--- src/rtl/conf_loader_pkg.sv ---
// Shared encodings and frame-geometry helper for the config chain loader.
// Latency: n/a (types and constants only).
// Backpressure: n/a.
package conf_loader_pkg;

    typedef enum logic [1:0] {
        IDLE      = 2'd0,
        WAIT_WORD = 2'd1,
        SHIFT     = 2'd2,
        FIN       = 2'd3
    } state_t;

    typedef enum logic [1:0] {
        PH_D  = 2'd0,
        PH_P1 = 2'd1,
        PH_G  = 2'd2,
        PH_P2 = 2'd3
    } phase_t;

    function automatic int words_per_frame(input int chain_len, input int data_w);
        return (chain_len + data_w - 1) / data_w;
    endfunction

endpackage

--- src/rtl/conf_phase_gen.sv ---
// Four-cycle D/P1/G/P2 sub-phase sequencer with registered latch-enable phases.
// Latency: PH1 one cycle after D, PH2 one cycle after G; bit_done is combinational in P2.
// Backpressure: none; run_i low parks the counter in D with both phases low.
module conf_phase_gen
    import conf_loader_pkg::*;
(
    input  logic   clk_i,
    input  logic   rst_ni,
    input  logic   run_i,
    output phase_t phase_o,
    output logic   ph1_o,
    output logic   ph2_o,
    output logic   bit_done_o
);

    phase_t cnt_q, cnt_d;
    logic   ph1_q, ph1_d;
    logic   ph2_q, ph2_d;

    // Phases are decoded one sub-phase early so they leave a flop, never a decoder.
    always_comb begin
        cnt_d = PH_D;
        ph1_d = 1'b0;
        ph2_d = 1'b0;
        if (run_i) begin
            cnt_d = phase_t'(cnt_q + 2'd1);
            ph1_d = (cnt_q == PH_D);
            ph2_d = (cnt_q == PH_G);
        end
    end

    always_ff @(posedge clk_i or negedge rst_ni) begin
        if (!rst_ni) begin
            cnt_q <= PH_D;
            ph1_q <= 1'b0;
            ph2_q <= 1'b0;
        end else begin
            cnt_q <= cnt_d;
            ph1_q <= ph1_d;
            ph2_q <= ph2_d;
        end
    end

    assign phase_o    = cnt_q;
    assign ph1_o      = ph1_q;
    assign ph2_o      = ph2_q;
    assign bit_done_o = run_i && (cnt_q == PH_P2);

endmodule

--- src/rtl/conf_chain_loader.sv ---
// Serial config-chain loader: host words in over valid/ready, MSB-first bits out with PH1/PH2 latch enables.
// Latency: 4 cycles per bit plus one WAIT_WORD cycle per word; DONE pulses one cycle after the last PH2.
// Backpressure: WORD_READY only in WAIT_WORD; host stalls park the chain. Readback via CONF_READBACK_EN.
module conf_chain_loader
    import conf_loader_pkg::*;
#(
    parameter int CHAIN_LEN = 64,
    parameter int DATA_W    = 32
) (
    input  logic              CLK,
    input  logic              RESETn,
    input  logic              START,
    input  logic [DATA_W-1:0] WORD_DATA,
    input  logic              WORD_VALID,
    output logic              WORD_READY,
    output logic              BUSY,
    output logic              DONE,
    output logic              CONF_D,
    output logic              CONF_PH1,
    output logic              CONF_PH2,
    input  logic              CONF_Q
`ifdef CONF_READBACK_EN
    ,
    output logic [DATA_W-1:0] RB_DATA,
    output logic              RB_VALID
`endif
);

    localparam int WORDS  = words_per_frame(CHAIN_LEN, DATA_W);
    localparam int LAST_N = CHAIN_LEN - (WORDS - 1) * DATA_W;
    localparam int FW     = $clog2(CHAIN_LEN + 1);
    localparam int WW     = $clog2(DATA_W + 1);

    state_t            state_q, state_d;
    logic [FW-1:0]     fcnt_q, fcnt_d;
    logic [WW-1:0]     wcnt_q, wcnt_d;
    logic [DATA_W-1:0] sh_q, sh_d;

    logic   in_shift, accept, word_end, frame_end;
    logic   bit_done, ph1, ph2;
    phase_t phase;

    assign in_shift  = (state_q == SHIFT);
    assign accept    = (state_q == WAIT_WORD) && WORD_VALID;
    assign word_end  = bit_done && (wcnt_q == WW'(1));
    assign frame_end = word_end && (fcnt_q == FW'(1));

    conf_phase_gen u_phase (
        .clk_i      (CLK),
        .rst_ni     (RESETn),
        .run_i      (in_shift),
        .phase_o    (phase),
        .ph1_o      (ph1),
        .ph2_o      (ph2),
        .bit_done_o (bit_done)
    );

    always_ff @(posedge CLK or negedge RESETn) begin
        if (!RESETn) state_q <= IDLE;
        else         state_q <= state_d;
    end

    always_comb begin
        state_d = state_q;
        case (state_q)
            IDLE:      if (START) state_d = WAIT_WORD;
            WAIT_WORD: if (WORD_VALID) state_d = SHIFT;
            SHIFT:     if (word_end) state_d = frame_end ? FIN : WAIT_WORD;
            FIN:       state_d = IDLE;
            default:   state_d = IDLE;
        endcase
    end

    always_comb begin
        WORD_READY = 1'b0;
        BUSY       = 1'b0;
        DONE       = 1'b0;
        case (state_q)
            WAIT_WORD: begin
                WORD_READY = 1'b1;
                BUSY       = 1'b1;
            end
            SHIFT:   BUSY = 1'b1;
            FIN:     DONE = 1'b1;
            default: ;
        endcase
    end

    assign CONF_D   = in_shift & sh_q[DATA_W-1];
    assign CONF_PH1 = ph1;
    assign CONF_PH2 = ph2;

    // Only the last word of a frame ever sees exactly LAST_N bits still outstanding.
    always_comb begin
        fcnt_d = fcnt_q;
        wcnt_d = wcnt_q;
        sh_d   = sh_q;
        if ((state_q == IDLE) && START) fcnt_d = FW'(CHAIN_LEN);
        if (accept) begin
            sh_d   = WORD_DATA;
            wcnt_d = (fcnt_q == FW'(LAST_N)) ? WW'(LAST_N) : WW'(DATA_W);
        end
        if (bit_done) begin
            sh_d   = {sh_q[DATA_W-2:0], 1'b0};
            wcnt_d = wcnt_q - WW'(1);
            fcnt_d = fcnt_q - FW'(1);
        end
    end

    always_ff @(posedge CLK or negedge RESETn) begin
        if (!RESETn) begin
            fcnt_q <= '0;
            wcnt_q <= '0;
            sh_q   <= '0;
        end else begin
            fcnt_q <= fcnt_d;
            wcnt_q <= wcnt_d;
            sh_q   <= sh_d;
        end
    end

`ifdef CONF_READBACK_EN
    logic [DATA_W-1:0] rb_sh_q, rb_sh_d;
    logic [DATA_W-1:0] rb_dat_q, rb_dat_d;
    logic              rb_vld_q, rb_vld_d;

    // CONF_Q is settled during D, so a partial word lands right-aligned.
    always_comb begin
        rb_sh_d  = rb_sh_q;
        rb_dat_d = rb_dat_q;
        rb_vld_d = 1'b0;
        if (accept) rb_sh_d = '0;
        else if (in_shift && (phase == PH_D)) rb_sh_d = {rb_sh_q[DATA_W-2:0], CONF_Q};
        if (word_end) begin
            rb_dat_d = rb_sh_q;
            rb_vld_d = 1'b1;
        end
    end

    always_ff @(posedge CLK or negedge RESETn) begin
        if (!RESETn) begin
            rb_sh_q  <= '0;
            rb_dat_q <= '0;
            rb_vld_q <= 1'b0;
        end else begin
            rb_sh_q  <= rb_sh_d;
            rb_dat_q <= rb_dat_d;
            rb_vld_q <= rb_vld_d;
        end
    end

    assign RB_DATA  = rb_dat_q;
    assign RB_VALID = rb_vld_q;
`else
    logic unused_conf_q;
    assign unused_conf_q = CONF_Q ^ (phase == PH_D);
`endif

endmodule

--- config.mk ---
export PLATFORM = sky130hd
export DESIGN_NAME = conf_chain_loader
export DESIGN_NICKNAME = d
export VERILOG_FILES = /design/src/rtl/conf_loader_pkg.sv /design/src/rtl/conf_phase_gen.sv /design/src/rtl/conf_chain_loader.sv
export SDC_FILE = /design/constraint.sdc
export NUM_CORES = 1
export LEC_CHECK = 0
export CAP_MARGIN = 20
export CORE_UTILIZATION = 54
export CTS_BUF_LIST = sky130_fd_sc_hd__clkbuf_4 sky130_fd_sc_hd__clkbuf_8
export DETAILED_ROUTE_END_ITERATION = 12
export GPL_ROUTABILITY_DRIVEN = 1
export PLACE_DENSITY = 0.84
export SETUP_SLACK_MARGIN = 0.15
export SKIP_CTS_REPAIR_TIMING = 1
export SYNTH_ARGS = -nofsm -noshare
export SYNTH_HDL_FRONTEND = slang
export SYNTH_SLANG_ARGS = --single-unit
--- constraint.sdc ---
create_clock -name CLK -period 2.4 [get_ports CLK]
set_input_delay 0.48 -clock CLK [delete_from_list [all_inputs] [get_ports CLK]]
set_output_delay 0.48 -clock CLK [all_outputs]
set_load 0.01 [all_outputs]
Yosys cells after proc, flatten, opt, wreduce, memory -nomap -nowiden
Cells that the tools add are included.
{"block": "totals", "elab_cells": 49, "inputBits": 37, "register_bits": 51}
{"block": "classes", "add_sub_neg": 3, "bitwise_logic": 1, "n_reduce_logical": 11, "eq_ne": 10, "mux": 17}
{"op": "two-way mux 32 bit", "n": 2}
{"op": "two-way mux 7 bit", "n": 2}
{"op": "two-way mux 6 bit", "n": 2}
{"op": "two-way mux 2 bit", "n": 5}
{"op": "equality test 2 bit (second input constant)", "n": 4}
{"op": "case mux 2 bit (4 select lines)", "n": 1}
{"op": "equality test 7 x 1 -> 1 bit (second input constant)", "n": 1}
{"op": "subtractor 7 x 1 -> 7 bit (second input constant)", "n": 1}
{"op": "equality test 6 x 1 -> 1 bit (second input constant)", "n": 1}
{"op": "subtractor 6 x 1 -> 6 bit (second input constant)", "n": 1}
{"op": "logical AND 1 bit", "n": 5}
{"op": "two-way mux 1 bit", "n": 5}
{"op": "logical NOT 2 bit", "n": 2}
{"op": "!= test 2 bit (second input constant)", "n": 2}
{"op": "nonzero test 2 bit", "n": 2}
{"op": "AND reduction 3 bit", "n": 1}
{"op": "adder 2 x 1 -> 2 bit (second input constant)", "n": 1}
{"op": "equality test 2 x 1 -> 1 bit (second input constant)", "n": 1}
{"op": "!= test 2 x 1 -> 1 bit (second input constant)", "n": 1}
{"op": "OR reduction 2 bit", "n": 1}
{"op": "bitwise AND 1 bit", "n": 1}

Depth between registers and ports, before layout
{"block": "depth", "word_depth": 7, "depth_mapped": 8, "ltp_nobuf": 6}

Cells and area by module
From an unflattened synthesis, not the netlist that was laid out.
{"block": "unflattened", "hier_cells": 238, "area_unflattened_um2": 2489.9}
{"mod": "conf_chain_loader", "area_each_um2": 2311.0, "cells_per_inst": 224, "instances": 1}
{"mod": "conf_phase_gen", "area_each_um2": 178.9, "cells_per_inst": 14, "instances": 1}

Worst setup path before layout
Ideal clock, no wire load.
{"block": "synth_timing", "path_type": "register to register", "start": "register state_q[0]", "end": "register state_q[1]", "stages_incl_launch_ff": 8, "t_required_ns": 2.331, "n_path_buf": 1, "t_arrival_ns": 1.984, "setup_time_ns": 0.069, "setup_slack_ns": 0.348, "cell_sequence": "dfrtp_1 inv_1 ha_1 buf_2 nand2_1 or4b_4 or4_1 nand3_1"}
{"block": "synth_via", "elab_chain_len": 7, "word_cells_on_any_way": 14}
{"item": "start: declaration", "line": "conf_chain_loader.sv:34", "text": "state_t state_q, state_d;"}
{"item": "start signal: assignment", "line": "conf_chain_loader.sv:60", "text": "else state_q <= state_d;"}
{"item": "equality test 2 bit", "line": "conf_chain_loader.sv:43, conf_chain_loader.sv:65"}
{"item": "logical AND 1 bit", "line": "conf_phase_gen.sv:47", "text": "assign bit_done_o = run_i && (cnt_q == PH_P2);"}
{"item": "logical AND 1 bit", "line": "conf_chain_loader.sv:45", "text": "assign word_end = bit_done && (wcnt_q == WW'(1));"}
{"item": "logical AND 1 bit", "line": "conf_chain_loader.sv:46", "text": "assign frame_end = word_end && (fcnt_q == FW'(1));"}
{"item": "two-way mux 2 bit (2 in series)", "line": "conf_chain_loader.sv:68", "text": "SHIFT: if (word_end) state_d = frame_end ? FIN : WAIT_WORD;"}
{"item": "case mux 2 bit (4 select lines)", "line": "conf_chain_loader.sv:65", "text": "case (state_q)"}
Parallel ways exist; a longest one is shown, timed or not. The select of a mux whose other input is x is not followed.
A chain may end at the register's enable or synchronous reset.

Final worst setup path
{"block": "layout_timing", "start": "register state_q[1]", "end": "output WORD_READY"}
{"block": "layout_via", "elab_chain_len": 2}
{"item": "equality test 2 x 1 -> 1 bit", "line": "conf_chain_loader.sv:78", "text": "case (state_q)"}
{"item": "two-way mux 1 bit", "line": "conf_chain_loader.sv:78"}
{"item": "end: declaration", "line": "conf_chain_loader.sv:15", "text": "output logic WORD_READY,"}
No other way between the ends.

==> results.yml <==
status:
  outcome: "complete, no violations"
yosys:
  synth_top_area_frac: 0.514
  syn_area_um2: 2480
  synth_edf_count: 0
  synth-main-ff-cell: "dfrtp_1"
  synth_seq_cells: 51
  ys_seq_area_frac: 0.514
  ys_top_cells_by_count: "dfrtp_1 (51), o21ai_0 (45), nand2_1 (42), mux2i_1 (33), ha_1 (12)"
  ys_async_sr_fraction: 1.00
  yosysMostFrequentCell: "dfrtp_1"
  netlist_instances: 248
  yosys.cell_types.count: 30
  synth_top_cell_by_area: "dfrtp_1"
  postSynthAreaPerCell_um2: 10.0
  ys_warn_count: 0
  synthTopCellsByArea: "dfrtp_1 (51%), mux2i_1 (13%), o21ai_0 (9.1%)"
  syn_nets: 297
timing:
  rsz0062_at_grt: "no"
  layout_min_cycle_time_ps: 2170
  setup_ws_ps: 235
  max_freq_mhz: 462
  fin_crit_sh: 0.902
  finalHoldViolCount: 0
  whs_ps: 154
  maxSlewHeadroom: 0.618
  slew_viol_final: 0
  tightest_slew_ps: 568
  fin_tns_setup_ps: 0
  setup_viol: 0
  fin_worst_skew_ps: 13.8
floorplan:
  core_um2: 4380
  die_area_um2: 4870
  die_h_um: 69.8
  ios: 43
  die_width_um: 69.8
  start_util: 0.566
  row_count: 24
grt:
  antenna_found_initial: 0
  grt_max_degree: 52
  grt_pass1_wl_mm: 8.43
  grt_overflow: 0
  grt_pass1_vias: 1832
  track_usage: 0.215
layout:
  fin_util: 0.713
  fill_cells: 327
  stdcell_area_um2: 3130
  area_growth_pct: 26.1
  nNetsFinal: 341
  diodes: 0
  layout.cells.non_filler: 345
  layout-drive-gt1-share: 0.0819
routing:
  via_count: 1903
  wirelength_mm: 5.02
  routed_via_density: 5.52
  routedWlPerCell_um: 14.6
  first_pass_iters: 4
  ant_nets: 0
  drt_iter0_drc: 148
  drc: 0
critical_path:
  crit_required_ps: 1920
  crit_slowest_cell: "clkdlybuf4s50_1"
  path_cells: "inv_1 -> ha_2 -> clkdlybuf4s50_1"
  reg2reg_from: "state_q[0]"
  crit_path_end_kind: "primary output"
  crit_start: "state_q[1]"
  critPathKind: "reg2out"
  critPathLaunchType: "flop"
  worst_ep_arrival_time_ps: 1690
  cp_max_fo: 7
  crit_path_max_incr_delay_ps: 560
placement:
  dpl_cell_area_um2: 2970
  portBuffers: 41
  place_inst: 335
  routabilityCongestion: 0.832
  hpwlAfterDp_mm: 3.35
  pre_cts_slack_ps: 393
clocking:
  cts_root_buf: "clkbuf_8"
  clockBufferDepth: 2
  cts_buffers: 5
  cts_tree: "built"
  insertion_delay_ps: 310
  path_clk_slew_ps: 100
  htree_num_levels: 2
  clkSinkCount: 51
pwr:
  power.internal_mw: 2.11
  pwr-share-comb: 0.321
  switchingPower_mw: 0.942
  finalPower_mw: 3.05
  power.leakage_nw: 1.46
  power-per-cell-area_nw_per_um2: 974
  pwr-share-seq: 0.451
  p_clk_frac: 0.228
  p_sw_frac: 0.309
  ir_worst_vdd_uv: 819
run:
  cap_violations: 0
worst_hold_path:
  hold_path_class: "in2async"
cells by family (layout without fill, tap and decap cells):
| group | after synthesis | count (layout) | share of synthesized area |
|---|---|---|---|
| AO/OA/AOI/OAI | 59 | 59 | 0.127 |
| XOR/XNOR | 2 | 2 | 0.00706 |
| adder cells (fa/ha/maj) | 12 | 12 | 0.0605 |
| buffers and inverters | 23 | 68 | 0.0353 |
| flip-flops | 51 | 51 | 0.514 |
| multiplexers | 33 | 33 | 0.133 |
| AND/OR/NAND/NOR | 68 | 68 | 0.123 |
placed cells by master (no fill, tap or decap), types with 3 or more instances in the layout:
master	count
clkdlybuf4s50_1	39
and2_1	4
ha_1	11
a21oi_1	7
buf_4	8
o21ai_0	45
mux2i_1	33
nand3_1	3
dfrtp_1	50
inv_1	9
clkbuf_8	5
nor2_1	8
nand2_1	41
state kept, by name, indices dropped and copies added (netlist names):
signal,cells
sh_q,32
fcnt_q,7
state_q,2
wcnt_q,6
u_phase.phase_o,2
u_phase.ph2_o,1
u_phase.ph1_o,1
worst max-delay path, delay by kind of cell, from the launching register on:
kind / cells / cell delay, ps
flops: 1 / 460
buf+inv: 2 / 680
fa+ha+maj: 1 / 260
worst paths after layout:
kind,slack (ps),cells past startpoint,end
max,230,3,WORD_READY
min,150,2,sh_q[1]
max reg2reg,380,7,fcnt_q[6]
min reg2reg,470,1,u_phase.phase_o[0]
max in group asynchronous,2000,2,state_q[1]
min in group CLK,470,1,u_phase.phase_o[0]
cell type report:
class,instances,area [um^2],share of cell area
Tap cell,52,65.1,0.0208
Clock inverter,3,67.6,0.0216
Multi-Input combinational cell,174,1120,0.359
Sequential cell,51,1280,0.408
Inverter,10,37.5,0.0120
Timing Repair Buffer,50,488,0.156
Clock buffer,5,68.8,0.0220
power groups by stage:
stage          sequential, mW  clock, mW  combinational (mW)
2_1_floorplan            1.34          0               0.638
3_3_place_gp             1.36          0               0.907
3_5_place_dp             1.39          0               0.945
4_1_cts                  1.37      0.708               0.954
5_1_grt                  1.41      0.745                1.09
6_report                 1.37      0.694               0.978
metal layers:
layer | vias to the layer above | part of all wire | track usage
met5 | - | 0 | 0
met4 | 0 | 0.0058 | 0.0533
met3 | 4 | 0.042 | 0.0494
met2 | 45 | 0.48 | 0.342
met1 | 919 | 0.47 | 0.299
li1 | 935 | - | -
Power figures use the tool's default switching activity.
